## src/rtl/arb_mux_if.sv

```systemverilog
// ---------------------------------------------------------------------------
// arb_mux_if -- bundle of the arbitrated-mux handshake signals.
//
// Parameters
//   WIDTH : bit width of each data channel and of mux_op
//   N     : number of input channels
//
// Signals
//   mode      : 0 = fixed priority, 1 = round-robin
//   in_data   : N*WIDTH flattened channel data, channel i at [i*WIDTH +: WIDTH]
//   in_valid  : per-channel request
//   in_ready  : per-channel accept (combinational, at most one bit high)
//   mux_op    : registered selected data
//   out_valid : registered, mux_op holds an unconsumed word
//   out_ready : downstream accept of mux_op
//   grant_q   : registered one-hot index of the channel that produced mux_op
//
// Modports
//   master : the side that drives requests/data and consumes mux_op
//   slave  : the arbiter itself
// ---------------------------------------------------------------------------
interface arb_mux_if #(
    parameter int WIDTH = 4,
    parameter int N     = 3
);
    logic                 mode;
    logic [N*WIDTH-1:0]   in_data;
    logic [N-1:0]         in_valid;
    logic [N-1:0]         in_ready;
    logic [WIDTH-1:0]     mux_op;
    logic                 out_valid;
    logic                 out_ready;
    logic [N-1:0]         grant_q;

    modport master (
        output mode,
        output in_data,
        output in_valid,
        input  in_ready,
        input  mux_op,
        input  out_valid,
        output out_ready,
        input  grant_q
    );

    modport slave (
        input  mode,
        input  in_data,
        input  in_valid,
        output in_ready,
        output mux_op,
        output out_valid,
        input  out_ready,
        output grant_q
    );
endinterface

```

## src/rtl/arb_mux.sv

```systemverilog
// ---------------------------------------------------------------------------
// arb_mux -- N-channel arbiter feeding a single one-word output register.
//
// Each cycle one valid channel is chosen (fixed priority or round-robin,
// selectable per cycle through bus.mode) and, if the output register is
// empty or being drained this cycle, its data is captured into mux_op with
// one cycle of latency. grant_q records which channel produced mux_op.
//
// Ports
//   clk   : single clock, rising-edge
//   rst_n : synchronous, active-low reset
//   bus   : arb_mux_if.slave (mode, in_data, in_valid, in_ready, mux_op,
//           out_valid, out_ready, grant_q)
// ---------------------------------------------------------------------------
module arb_mux #(
    parameter int WIDTH = 4,
    parameter int N     = 3
) (
    input  logic        clk,
    input  logic        rst_n,
    arb_mux_if.slave    bus
);
    localparam int PTR_W = (N > 1) ? $clog2(N) : 1;

    // registered state
    logic [WIDTH-1:0] r_mux_op;
    logic             r_out_valid;
    logic [N-1:0]     r_grant_q;
    logic [PTR_W-1:0] r_ptr;

    // combinational arbitration
    logic             w_load_en;
    logic [N-1:0]     w_fixed_grant;
    logic [N:0]       w_seen;
    logic [N-1:0]     w_rr_grant;
    logic             w_rr_found;
    logic [PTR_W:0]   w_rr_sum;
    logic [PTR_W-1:0] w_rr_pos;
    logic [N-1:0]     w_grant;
    logic [PTR_W-1:0] w_idx_chain [N+1];
    logic [WIDTH-1:0] w_data_chain [N+1];
    logic [PTR_W-1:0] w_grant_idx;
    logic [WIDTH-1:0] w_sel_data;
    logic [PTR_W-1:0] w_ptr_next;

    // The load decision only looks at handshake state, never at in_data,
    // so in_ready carries no combinational path from the data bus.
    // rst_n gates it so nothing is offered as accepted while in reset.
    assign w_load_en = rst_n && (!r_out_valid || bus.out_ready) && (|bus.in_valid);

    // Fixed priority: lowest-index valid channel, via a running "seen" prefix.
    assign w_seen[0] = 1'b0;
    generate
        for (genvar gi = 0; gi < N; gi++) begin : g_fixed
            assign w_seen[gi+1]      = w_seen[gi] | bus.in_valid[gi];
            assign w_fixed_grant[gi] = bus.in_valid[gi] & ~w_seen[gi];
        end
    endgenerate

    // Round-robin: scan ptr, ptr+1, ..., wrapping at N; first valid wins.
    always_comb begin
        w_rr_grant = '0;
        w_rr_found = 1'b0;
        w_rr_sum   = '0;
        w_rr_pos   = '0;
        for (int k = 0; k < N; k++) begin
            w_rr_sum = {1'b0, r_ptr} + (PTR_W+1)'(k);
            if (w_rr_sum >= (PTR_W+1)'(N)) begin
                w_rr_sum = w_rr_sum - (PTR_W+1)'(N);
            end
            w_rr_pos = w_rr_sum[PTR_W-1:0];
            if (!w_rr_found && bus.in_valid[w_rr_pos]) begin
                w_rr_found           = 1'b1;
                w_rr_grant[w_rr_pos] = 1'b1;
            end
        end
    end

    assign w_grant = bus.mode ? w_rr_grant : w_fixed_grant;

    // One-hot grant drives both the data select and the index encoder as
    // AND-OR chains; exactly one term can be non-zero.
    assign w_idx_chain[0]  = '0;
    assign w_data_chain[0] = '0;
    generate
        for (genvar gi = 0; gi < N; gi++) begin : g_sel
            assign w_idx_chain[gi+1]  = w_idx_chain[gi]
                                      | (w_grant[gi] ? PTR_W'(gi) : '0);
            assign w_data_chain[gi+1] = w_data_chain[gi]
                                      | ({WIDTH{w_grant[gi]}} & bus.in_data[gi*WIDTH +: WIDTH]);
        end
    endgenerate

    assign w_grant_idx = w_idx_chain[N];
    assign w_sel_data  = w_data_chain[N];

    // Next round-robin start is one past the winner, wrapping N-1 -> 0.
    assign w_ptr_next = (w_grant_idx == PTR_W'(N-1)) ? '0 : (w_grant_idx + 1'b1);

    generate
        for (genvar gi = 0; gi < N; gi++) begin : g_ready
            assign bus.in_ready[gi] = w_load_en & w_grant[gi];
        end
    endgenerate

    always_ff @(posedge clk) begin
        if (!rst_n) begin
            r_mux_op    <= '0;
            r_out_valid <= 1'b0;
            r_grant_q   <= '0;
            r_ptr       <= '0;
        end else if (w_load_en) begin
            // A new word always wins over a simultaneous drain, so
            // out_valid stays high for back-to-back transfers.
            r_mux_op    <= w_sel_data;
            r_grant_q   <= w_grant;
            r_out_valid <= 1'b1;
            if (bus.mode) begin
                r_ptr <= w_ptr_next;
            end
        end else if (r_out_valid && bus.out_ready) begin
            r_out_valid <= 1'b0;
        end
    end

    assign bus.mux_op    = r_mux_op;
    assign bus.out_valid = r_out_valid;
    assign bus.grant_q   = r_grant_q;
endmodule

```

## src/flat_wrapper.sv

```systemverilog
// flat-port wrapper written by rule: the top's interface ports become plain ports
module arb_mux_flat 
#(
    parameter int WIDTH = 4,
    parameter int N     = 3
)
  (clk, rst_n, bus_mode, bus_in_data, bus_in_valid, bus_in_ready, bus_mux_op, bus_out_valid, bus_out_ready, bus_grant_q);
  arb_mux_if #(.WIDTH(WIDTH), .N(N)) bus_i ();
  input  logic clk;
  input  logic rst_n;
  input wire logic [$bits(bus_i.mode)-1:0] bus_mode;
  input wire logic [$bits(bus_i.in_data)-1:0] bus_in_data;
  input wire logic [$bits(bus_i.in_valid)-1:0] bus_in_valid;
  output wire logic [$bits(bus_i.in_ready)-1:0] bus_in_ready;
  output wire logic [$bits(bus_i.mux_op)-1:0] bus_mux_op;
  output wire logic [$bits(bus_i.out_valid)-1:0] bus_out_valid;
  input wire logic [$bits(bus_i.out_ready)-1:0] bus_out_ready;
  output wire logic [$bits(bus_i.grant_q)-1:0] bus_grant_q;
  assign bus_i.mode = bus_mode;
  assign bus_i.in_data = bus_in_data;
  assign bus_i.in_valid = bus_in_valid;
  assign bus_in_ready = bus_i.in_ready;
  assign bus_mux_op = bus_i.mux_op;
  assign bus_out_valid = bus_i.out_valid;
  assign bus_i.out_ready = bus_out_ready;
  assign bus_grant_q = bus_i.grant_q;
  arb_mux #(.WIDTH(WIDTH), .N(N)) u_core (.clk(clk), .rst_n(rst_n), .bus(bus_i));
endmodule
```

## config.mk

```make
export PLATFORM = sky130hd
export DESIGN_NAME = arb_mux_flat
export DESIGN_NICKNAME = d
export VERILOG_FILES = /design/src/rtl/arb_mux_if.sv /design/src/rtl/arb_mux.sv /design/src/flat_wrapper.sv
export SDC_FILE = /design/constraint.sdc
export NUM_CORES = 1
export LEC_CHECK = 0
export ABC_AREA = 1
export ABC_CLOCK_PERIOD_IN_PS = 4590
export CAP_MARGIN = 15
export CELL_PAD_IN_SITES_DETAIL_PLACEMENT = 0
export CELL_PAD_IN_SITES_GLOBAL_PLACEMENT = 1
export CORE_MARGIN = 2
export CORE_UTILIZATION = 32
export CTS_CLUSTER_DIAMETER = 80
export CTS_CLUSTER_SIZE = 24
export DETAILED_ROUTE_END_ITERATION = 8
export PLACE_DENSITY_LB_ADDON = 0.1
export SETUP_SLACK_MARGIN = 0.05
export SLEW_MARGIN = 20
export SYNTH_ARGS = -nofsm -noshare
export SYNTH_HDL_FRONTEND = slang
export SYNTH_SLANG_ARGS = --single-unit
```

## constraint.sdc

```tcl
create_clock -name clk -period 4.59 [get_ports clk]
set_input_delay 0.459 -clock clk [delete_from_list [all_inputs] [get_ports clk]]
set_output_delay 0.459 -clock clk [all_outputs]
set_load 0.03 [all_outputs]
```

# Word-level counts from Yosys, hierarchy flattened
# Cells that the tools add are included.
totals:
  reg_bits: 10
  latchBits: 0
  ramBits: 0
  romBits: 0
  input_bits: 19
  out_inout_bits: 11
  wordCells: 77
  mem_count: 0
op_classes:
  addsub: 6
  n_mul: 0
  n_div: 0
  order_cmp: 9
  n_eq_ne: 1
  shifts: 0
  muxes: 26
  bitwise_logic: 16
  reduce_logical: 15
op_table:
  columns: ["op", "count"]
  rows:
  - ["AND 4 bit", 3]
  - ["two-way mux 3 bit", 4]
  - ["two-way mux 1 bit", 11]
  - ["two-way mux 2 bit", 5]
  - ["< comparator 2 x 3 -> 1 bit (second input constant)", 3]
  - ["logical AND 1 bit", 8]
  - ["OR 4 bit", 2]
  - ["binary-select mux 1 bit (select 2 bit)", 3]
  - ["demux 1 bit (select 2 bit)", 3]
  - ["greater-or-equal comparator 2 x 1 -> 1 bit (second input constant)", 3]
  - ["greater-or-equal comparator 3 x 2 -> 1 bit (second input constant)", 2]
  - ["OR 3 bit", 2]
  - ["subtractor 2 bit (second input constant)", 3]
  - ["AND 1 bit", 5]
  - ["adder 2 x 1 -> 3 bit (second input constant)", 1]
  - ["adder 2 x 2 -> 3 bit (second input constant)", 1]
  - ["logical NOT 1 bit", 3]
  - ["OR reduction 3 bit", 1]
  - ["adder 2 x 1 -> 2 bit (second input constant)", 1]
  - ["equality test 2 bit (second input constant)", 1]
  - ["greater-or-equal comparator 2 bit (second input constant)", 1]
  - ["NOT 1 bit", 2]
  - ["OR 2 bit", 1]
  - ["AND reduction 2 bit", 1]
  - ["3 further kinds", 3]

# Longest topological paths before layout
# Gate-level depths: netlist of the first run.
logic_depth:
  ltp_word: 16
  depth_mapped: 16

# Worst setup path before layout of the first run
# OpenSTA, ideal clock, no wires.
synth_timing:
  kind: "register to output"
  start: "reg u_core.r_ptr[0]"
  end: "out bus_in_ready[2]"
  arrival_time_ns: 1.596
  required_ns: 4.131
  path_slack_ns: 2.535
  stages_incl_launch_ff: 13
  cell_sequence: "dfxtp_1 inv_1 ha_1 inv_2 nand2_1 nand3_1 nand2_1 nand3b_1 nand3_2 nand2_1 nand2_2 nand2_1 inv_1"
synth_between:
  elab_chain_len: 13
  word_cells_on_any_way: 45
  cone_classes: "add/sub (5); order compare (9); mux (21); bitwise (3); reduce/logical (7)"
synth_rtl:
  columns: ["element", "line_no", "source"]
  rows:
  - ["from (decl)", "arb_mux.sv:29", "logic [PTR_W-1:0] r_ptr;"]
  - ["from (signal assigned)", "arb_mux.sv:119", "r_ptr <= w_ptr_next;"]
  - ["adder 2 x 1 -> 3 bit, or another cell as far along", "arb_mux.sv:67", "w_rr_sum = {1'b0, r_ptr} + (PTR_W+1)'(k);"]
  - ["greater-or-equal comparator 3 x 2 -> 1 bit, or another cell as far along", "arb_mux.sv:68", "if (w_rr_sum >= (PTR_W+1)'(N)) begin"]
  - ["two-way mux 2 bit, or another cell as far along", "arb_mux.sv:68", null]
  - ["< comparator 2 x 3 -> 1 bit (implied by the code), or another cell as far along", "arb_mux.sv:74", "w_rr_grant[w_rr_pos] = 1'b1;"]
  - ["logical AND 1 bit (implied by the code), or another cell as far along", "arb_mux.sv:74", null]
  - ["two-way mux 1 bit (implied by the code), or another cell as far along", "arb_mux.sv:74", null]
  - ["demux 1 bit (select 2 bit), or another cell as far along", null, null]
  - ["OR 3 bit (no source line) / two-way mux 1 bit (equally long branches)", null, null]
  - ["two-way mux 3 bit / logical NOT 1 bit (equally long branches)", "arb_mux.sv:72", "if (!w_rr_found && bus.in_valid[w_rr_pos]) begin"]
  - ["OR 3 bit (no source line) / logical AND 1 bit (equally long branches)", null, null]
  - ["two-way mux 3 bit *", "arb_mux.sv:72", null]
  - ["two-way mux 3 bit *", "arb_mux.sv:79", "assign w_grant = bus.mode ? w_rr_grant : w_fixed_grant;"]
  - ["AND 1 bit *", "arb_mux.sv:102", "assign bus.in_ready[gi] = w_load_en & w_grant[gi];"]
  - ["to (decl)", "flat_wrapper.sv:14", "output wire logic [$bits(bus_i.in_ready)-1:0] bus_in_ready;"]
# Every way passes the cells marked *; elsewhere a longest branch is shown, timed or not. The select of a mux whose other input is x is not followed.

# Worst setup path in the final report of the first run
# Same ends and word-level chain as after synthesis.

==> metrics, run 1 <==
status finished, final reports clean; Hold Path Class flip-flop to flip-flop; RR Endpoint u_core.bus.mux_op[2]; hold_sp u_core.bus.grant_q[0]; fin crit period between 3000 and 4000 ps; Via Count approximately 940; Worst VDD drop approximately 0.00015 V; RD Place Congestion 0.798; Initial Util 0.328; Critical Path RT 4130 ps; P&R area growth vs syn 39.9%; commonest non-fill, non-tap cell in the layout nand2_1; Nets a little under 200; Sw Ratio 0.372; met3 Use GR 0.0161; Worst Skew 6.92 ps; worst r2r src u_core.r_ptr[0]; syn avg cell area between 6 and 7 sq um; Post-synth EDFFs 0; grt peak-use layer met2; post-synth cell types 22; Worst setup SP type flip-flop; initial antenna violation count 0; core footprint around 0.0027 sq mm; CTS Sinks 10; area leader, netlist dfxtp_1; final worst path period share 0.674; Syn Inst Count between 100 and 150; CTS-repair resized insts 0; Hold-fix buffers, CTS 0; asr flop ratio synth 0; post-route insts no fill between 150 and 200; Routed Antenna Nets 0; Die Area between 0.003 and 0.004 sq mm; WL final approximately 2300 um; CTS tree yes; DRC Markers 0; Least-Margin Pin Slew 321 ps; Root Driver clkbuf_4; gr ovfl total 0; CTS buffer count 3; hold slack around 470 ps; max-cap viol count 0; post-route cell area ~0.0012 sq mm; clk_lat worst skew approximately 260 ps; crit-path max FO 7; Crit Path Class flip-flop to output port; I/O pin total 30; Slew HR 0.785; clock power share 0.212; internal power between 0.15 and 0.2 mW; leakage power about 0.60 nW; final setup fails 0; Vias/cell 4.73; CTS max path bufs 2; Net Sw Power about 0.1 mW; register area share after synthesis 0.227; ant diodes 0; Cell Area, Placed 0.00121 sq mm; met2 usage 0.287; setup bufs post-CTS 0; largest net degree at the start of global routing 11; Synth top area share 0.227; Initial DRC Count 23; RSZ-0062 raised after global routing no; Seq pwr share 0.350; die height ~56 um; pwr dens 224 mW/mm^2; max-slew violation count 0; Post-DP HPWL between 1500 and 2000 um; total power ~0.28 mW; die width 56.5 um; DR pass1 iterations 4; Cell Area, Synth approximately 880 sq um; first-pass GRT wire length 3750 um; Buffers on Ports 29; clock-pin slew on the worst setup and hold paths 60 ps; total track usage 0.148; vias in the first global route about 950; Warnings, synthesis 0; hold path cells 2; most frequent cells in the layout nand2_1 (33), clkdlybuf4s50_1 (29), nand3_1 (20); #FFs+latches synth 10; FMAX between 300 and 400 MHz; worst reg-to-reg path cell count 14; Post-Place Worst Slack 1610 ps; met1 Track Usage GR 0.150; fraction of layout cells with a size suffix above 1 0.196; Comb pwr share 0.438; top cells by area, synth dfxtp_1 (23%), nand2_1 (14%), nand3_1 (11%); WL/cell about 11 um; std cell rows 19; Post-Syn Nets between 150 and 200; Final Hold Viols 0; CP Capture Type output port; Post-synth top flop dfxtp_1; Worst Hold Endpoint u_core.bus.grant_q[0]; crit path DAT 2640 ps; TNS Setup 0 ps; Final WS setup between 1000 and 1500 ps; R2R setup slack between 2000 and 3000 ps; CTS H-Tree Depth 1; Placed Cells a little under 200; utilization after layout 0.459
[how the worst max path moves through the flow]
stage | startpoint | endpoint | slack, ps | depth (start not counted)
3_3_place_gp | bus_in_valid[1] | bus_in_ready[2] | 1590 | 12
4_1_cts | u_core.r_ptr[0] | bus_in_ready[2] | 1460 | 13
2_1_floorplan | u_core.r_ptr[0] | bus_in_ready[2] | 2530 | 12
5_1_grt | u_core.r_ptr[0] | bus_in_ready[2] | 1300 | 13
6_report | u_core.r_ptr[0] | bus_in_ready[2] | 1490 | 13
3_5_place_dp | bus_in_valid[1] | bus_in_ready[2] | 1610 | 12
[routing by layer]
layer | vias to the layer above | routed length [um]
met5 | - | 0
met4 | 0 | 47
met3 | 6 | 98
met2 | 24 | 1170
met1 | 420 | 944
li1 | 491 | -
[sequential cells by signal, indices dropped and copies added (netlist names)]
signal	cells
u_core.bus.grant_q	3
u_core.bus.mux_op	4
u_core.bus.out_valid	1
u_core.r_ptr	2
[cell families (layout without fill, tap and decap cells)]
group           count (synthesis)  count (layout)  share of synthesized area
flops                          10              10                      0.227
simple gates                   83              83                      0.506
compound gates                 10              10                     0.0838
fa+ha+maj                       4               4                     0.0568
buf+inv                        29              61                      0.126
[Yosys cell counts, types with 2 or more instances]
cell      instances
dfxtp_1          10
a21oi_1           3
inv_1            19
inv_2             9
nand2_1          33
nand2_2           6
nand2_4           4
ha_1              4
nand3_1          20
a21boi_1          2
nor2_1            9
nand4_1           2
nand3_2           5
o21ai_0           2
[power by group through the flow]
stage          clock network, mW  registers, mW  logic (mW)
2_1_floorplan                  0          0.109      0.0673
3_3_place_gp                   0         0.0989       0.123
3_5_place_dp                   0         0.0988       0.123
4_1_cts                   0.0600         0.0969       0.123
5_1_grt                   0.0638         0.0979       0.134
6_report                  0.0586         0.0968       0.121
[critical path, cell delays in order (launching register included)]
cell,delay [ps]
dfxtp_1,380
inv_1,80
ha_1,430
inv_2,90
nand2_1,70
nand3_1,70
nand2_1,110
nand3b_1,110
nand3_2,80
nand2_1,60
nand2_2,110
nand2_1,80
inv_1,50
clkdlybuf4s50_1,670
[layout make-up]
cell class	instances	area, sq um
clock buffer	3	22.5
sequential	10	200
tap	31	38.8
multi-input combinational	97	569
inverter	29	111
timing repair buffer	29	290
fill	292	1450
No activity file was read; power rests on OpenSTA's default activity.
==> inputs of run 2 (changes only) <==
--- a/config.mk
+++ b/config.mk
@@ -6,12 +6,12 @@
 export NUM_CORES = 1
 export LEC_CHECK = 0
 export ABC_AREA = 1
-export ABC_CLOCK_PERIOD_IN_PS = 4590
+export ABC_CLOCK_PERIOD_IN_PS = 2500
 export CAP_MARGIN = 15
 export CELL_PAD_IN_SITES_DETAIL_PLACEMENT = 0
 export CELL_PAD_IN_SITES_GLOBAL_PLACEMENT = 1
 export CORE_MARGIN = 2
-export CORE_UTILIZATION = 32
+export CORE_UTILIZATION = 27
 export CTS_CLUSTER_DIAMETER = 80
 export CTS_CLUSTER_SIZE = 24
 export DETAILED_ROUTE_END_ITERATION = 8
==> constraint.sdc (replaced) <==
create_clock -name clk -period 2.5 [get_ports clk]
set_input_delay 0.25 -clock clk [delete_from_list [all_inputs] [get_ports clk]]
set_output_delay 0.25 -clock clk [all_outputs]
set_load 0.03 [all_outputs]
==> metrics, run 2 (synthesis gave the netlist of run 1 again) <==
Crit Path Class flip-flop to output port; largest net degree at the start of global routing 9 (-2); std cell rows 20 (+1); Worst Hold Endpoint u_core.bus.grant_q[2]; Hold Path Class flip-flop to flip-flop; Die Area 0.00374 sq mm (+17%); final worst path period share 0.913; setup bufs post-CTS 0 (unchanged); WP buf/inv 4 (unchanged); CTS buffer count 3 (unchanged); WL/cell 11.0 um (-3.0%); Crit path max-delay family simple AND/OR/NAND/NOR gates; RSZ-0062 raised after global routing no; pwr dens 402 mW/mm^2 (+79%); CTS tree yes; RD Place Congestion 0.817 (+2.5%); Hold-fix buffers, CTS 0 (unchanged); Slew HR 0.790 (+0.00453); R2R setup slack 670 ps (-1990 ps); WL final 2420 um (+6.8%); Worst setup SP type flip-flop; hold path cells 2 (unchanged); Via Count 954 (+1.4%); clock-pin slew on the worst setup and hold paths 60 ps (about the same); CTS Sinks 10 (unchanged); Placed Cells 216 (+10%); P&R area growth vs syn 46.6%; I/O pin total 30 (unchanged); CTS H-Tree Depth 1 (unchanged); first-pass GRT wire length 4010 um (+6.8%); Least-Margin Pin Slew 315 ps (-6.78 ps); worst reg-to-reg path cell count 16 (+2); Nets 200 (+3.6%); Root Driver clkbuf_4; commonest non-fill, non-tap cell in the layout nand2_1; max reg flops 4 (unchanged); Buffers on Ports 29 (unchanged); Initial Util 0.286 (-0.0417); crit path max-delay cell type ha_2; total track usage 0.146 (-0.00192); FMAX approximately 440 MHz; CP Capture Type output port; total power 0.519 mW (+87%); Critical Path Most Common Cell nand2_1; core footprint 0.00308 sq mm (+15%); max-slew violation count 0 (unchanged); post-route insts no fill 219 (+10%); max incr delay on CP 390 ps (-280 ps); Cell Area, Placed 0.00128 sq mm (+5.5%); Post-DP HPWL 2040 um (+5.3%); leakage power 0.637 nW (+6.1%); Worst Skew 0.747 ps (-6.18 ps); DR pass1 iterations 4 (unchanged); RR Endpoint u_core.bus.mux_op[2]; vias in the first global route 887 (-6.8%); DRC Markers 0 (unchanged); Initial DRC Count 50 (+120%); Vias/cell 4.36 (-7.9%); CTS max path bufs 2 (unchanged); ant diodes 0 (unchanged); hold slack 467 ps (-6.31 ps); Critical Path RT 2250 ps (-1880 ps); post-route cell area 0.00129 sq mm (+4.8%); most frequent cells in the layout nand2_1 (33), clkdlybuf4s50_1 (26), nand3_1 (20); die width 61.1 um (+8.2%); hold_sp u_core.bus.grant_q[2]; initial antenna violation count 0 (unchanged); CP Cell Sequence inv_1, ha_2, inv_2, nand2_1, nand3_1, nand2_1, nand3b_1, nand3_2, nand2_1, nand2_2, nand2_1, inv_1, buf_4; fraction of layout cells with a size suffix above 1 0.251 (+0.0550); worst r2r src u_core.r_ptr[0]; status finished, final reports clean; crit path DAT 2030 ps (-610 ps); max-cap viol count 0 (unchanged); TNS Setup 0 ps (unchanged); Final Hold Viols 0 (unchanged); crit-path max FO 7 (unchanged); gr ovfl total 0 (unchanged); die height 61.1 um (+8.2%); fin crit period roughly 2300 ps; clk_lat worst skew 260 ps (about the same); Crit path depth 13 (unchanged); Worst VDD drop 0.000318 V (+110%); Routed Antenna Nets 0 (unchanged); final setup fails 0 (unchanged)
==> run 2: what timing repair did <==
item	4_1_cts	5_1_grt
resized for setup	2	5
hold endpoints to repair	0	0
endpoints found under the setup margin	2	3
==> run 2: layout make-up <==
| type | instances | area [sq um] |
|---|---|---|
| timing repair buffer | 36 | 330 |
| tap | 44 | 55.1 |
| inverter | 29 | 111 |
| sequential | 10 | 200 |
| clock buffer | 3 | 22.5 |
| fill | 334 | 1790 |
| multi-input combinational | 97 | 572 |
==> run 2: layer usage <==
metal | part of all wire | vias to the layer above | routed length [um] | global-route usage
li1 | - | 502 | - | -
met1 | 0.47 | 422 | 1140 | 0.201
met2 | 0.46 | 28 | 1120 | 0.231
met3 | 0.059 | 2 | 143 | 0.0441
met4 | 0.0041 | 0 | 10 | 0.0186
met5 | 0 | - | 0 | 0
==> run 2: metrics by stage <==
step | setup WS, ps | utilization
global route | 52.8 | 0.420
global placement | 75.7 | 0.415
detailed placement | 70.8 | 0.415
CTS | 57.0 | 0.421
floorplan | 654 | -
finish | 218 | 0.420
==> run 2: worst max-delay path by stage <==
stage,from,endpoint,slack [ps]
global route,u_core.r_ptr[0],bus_in_ready[2],50
floorplan,u_core.r_ptr[0],bus_in_ready[2],650
CTS,u_core.r_ptr[0],bus_in_ready[1],60
global placement,u_core.r_ptr[0],bus_in_ready[1],80
detailed placement,bus_in_valid[0],bus_in_ready[1],70
finish,u_core.r_ptr[0],bus_in_ready[2],220
==> run 2: tightest hold or removal path: stages, from the launching register on <==
cell and delay (ps):
dfxtp_1 310, nand2_1 60, a21oi_1 50
==> run 2: where the power goes <==
part	total, mW	internal, mW	switching [mW]
clock	0.107	0.0555	0.0518
combinational	0.235	0.100	0.135
sequential	0.177	0.171	0.00564
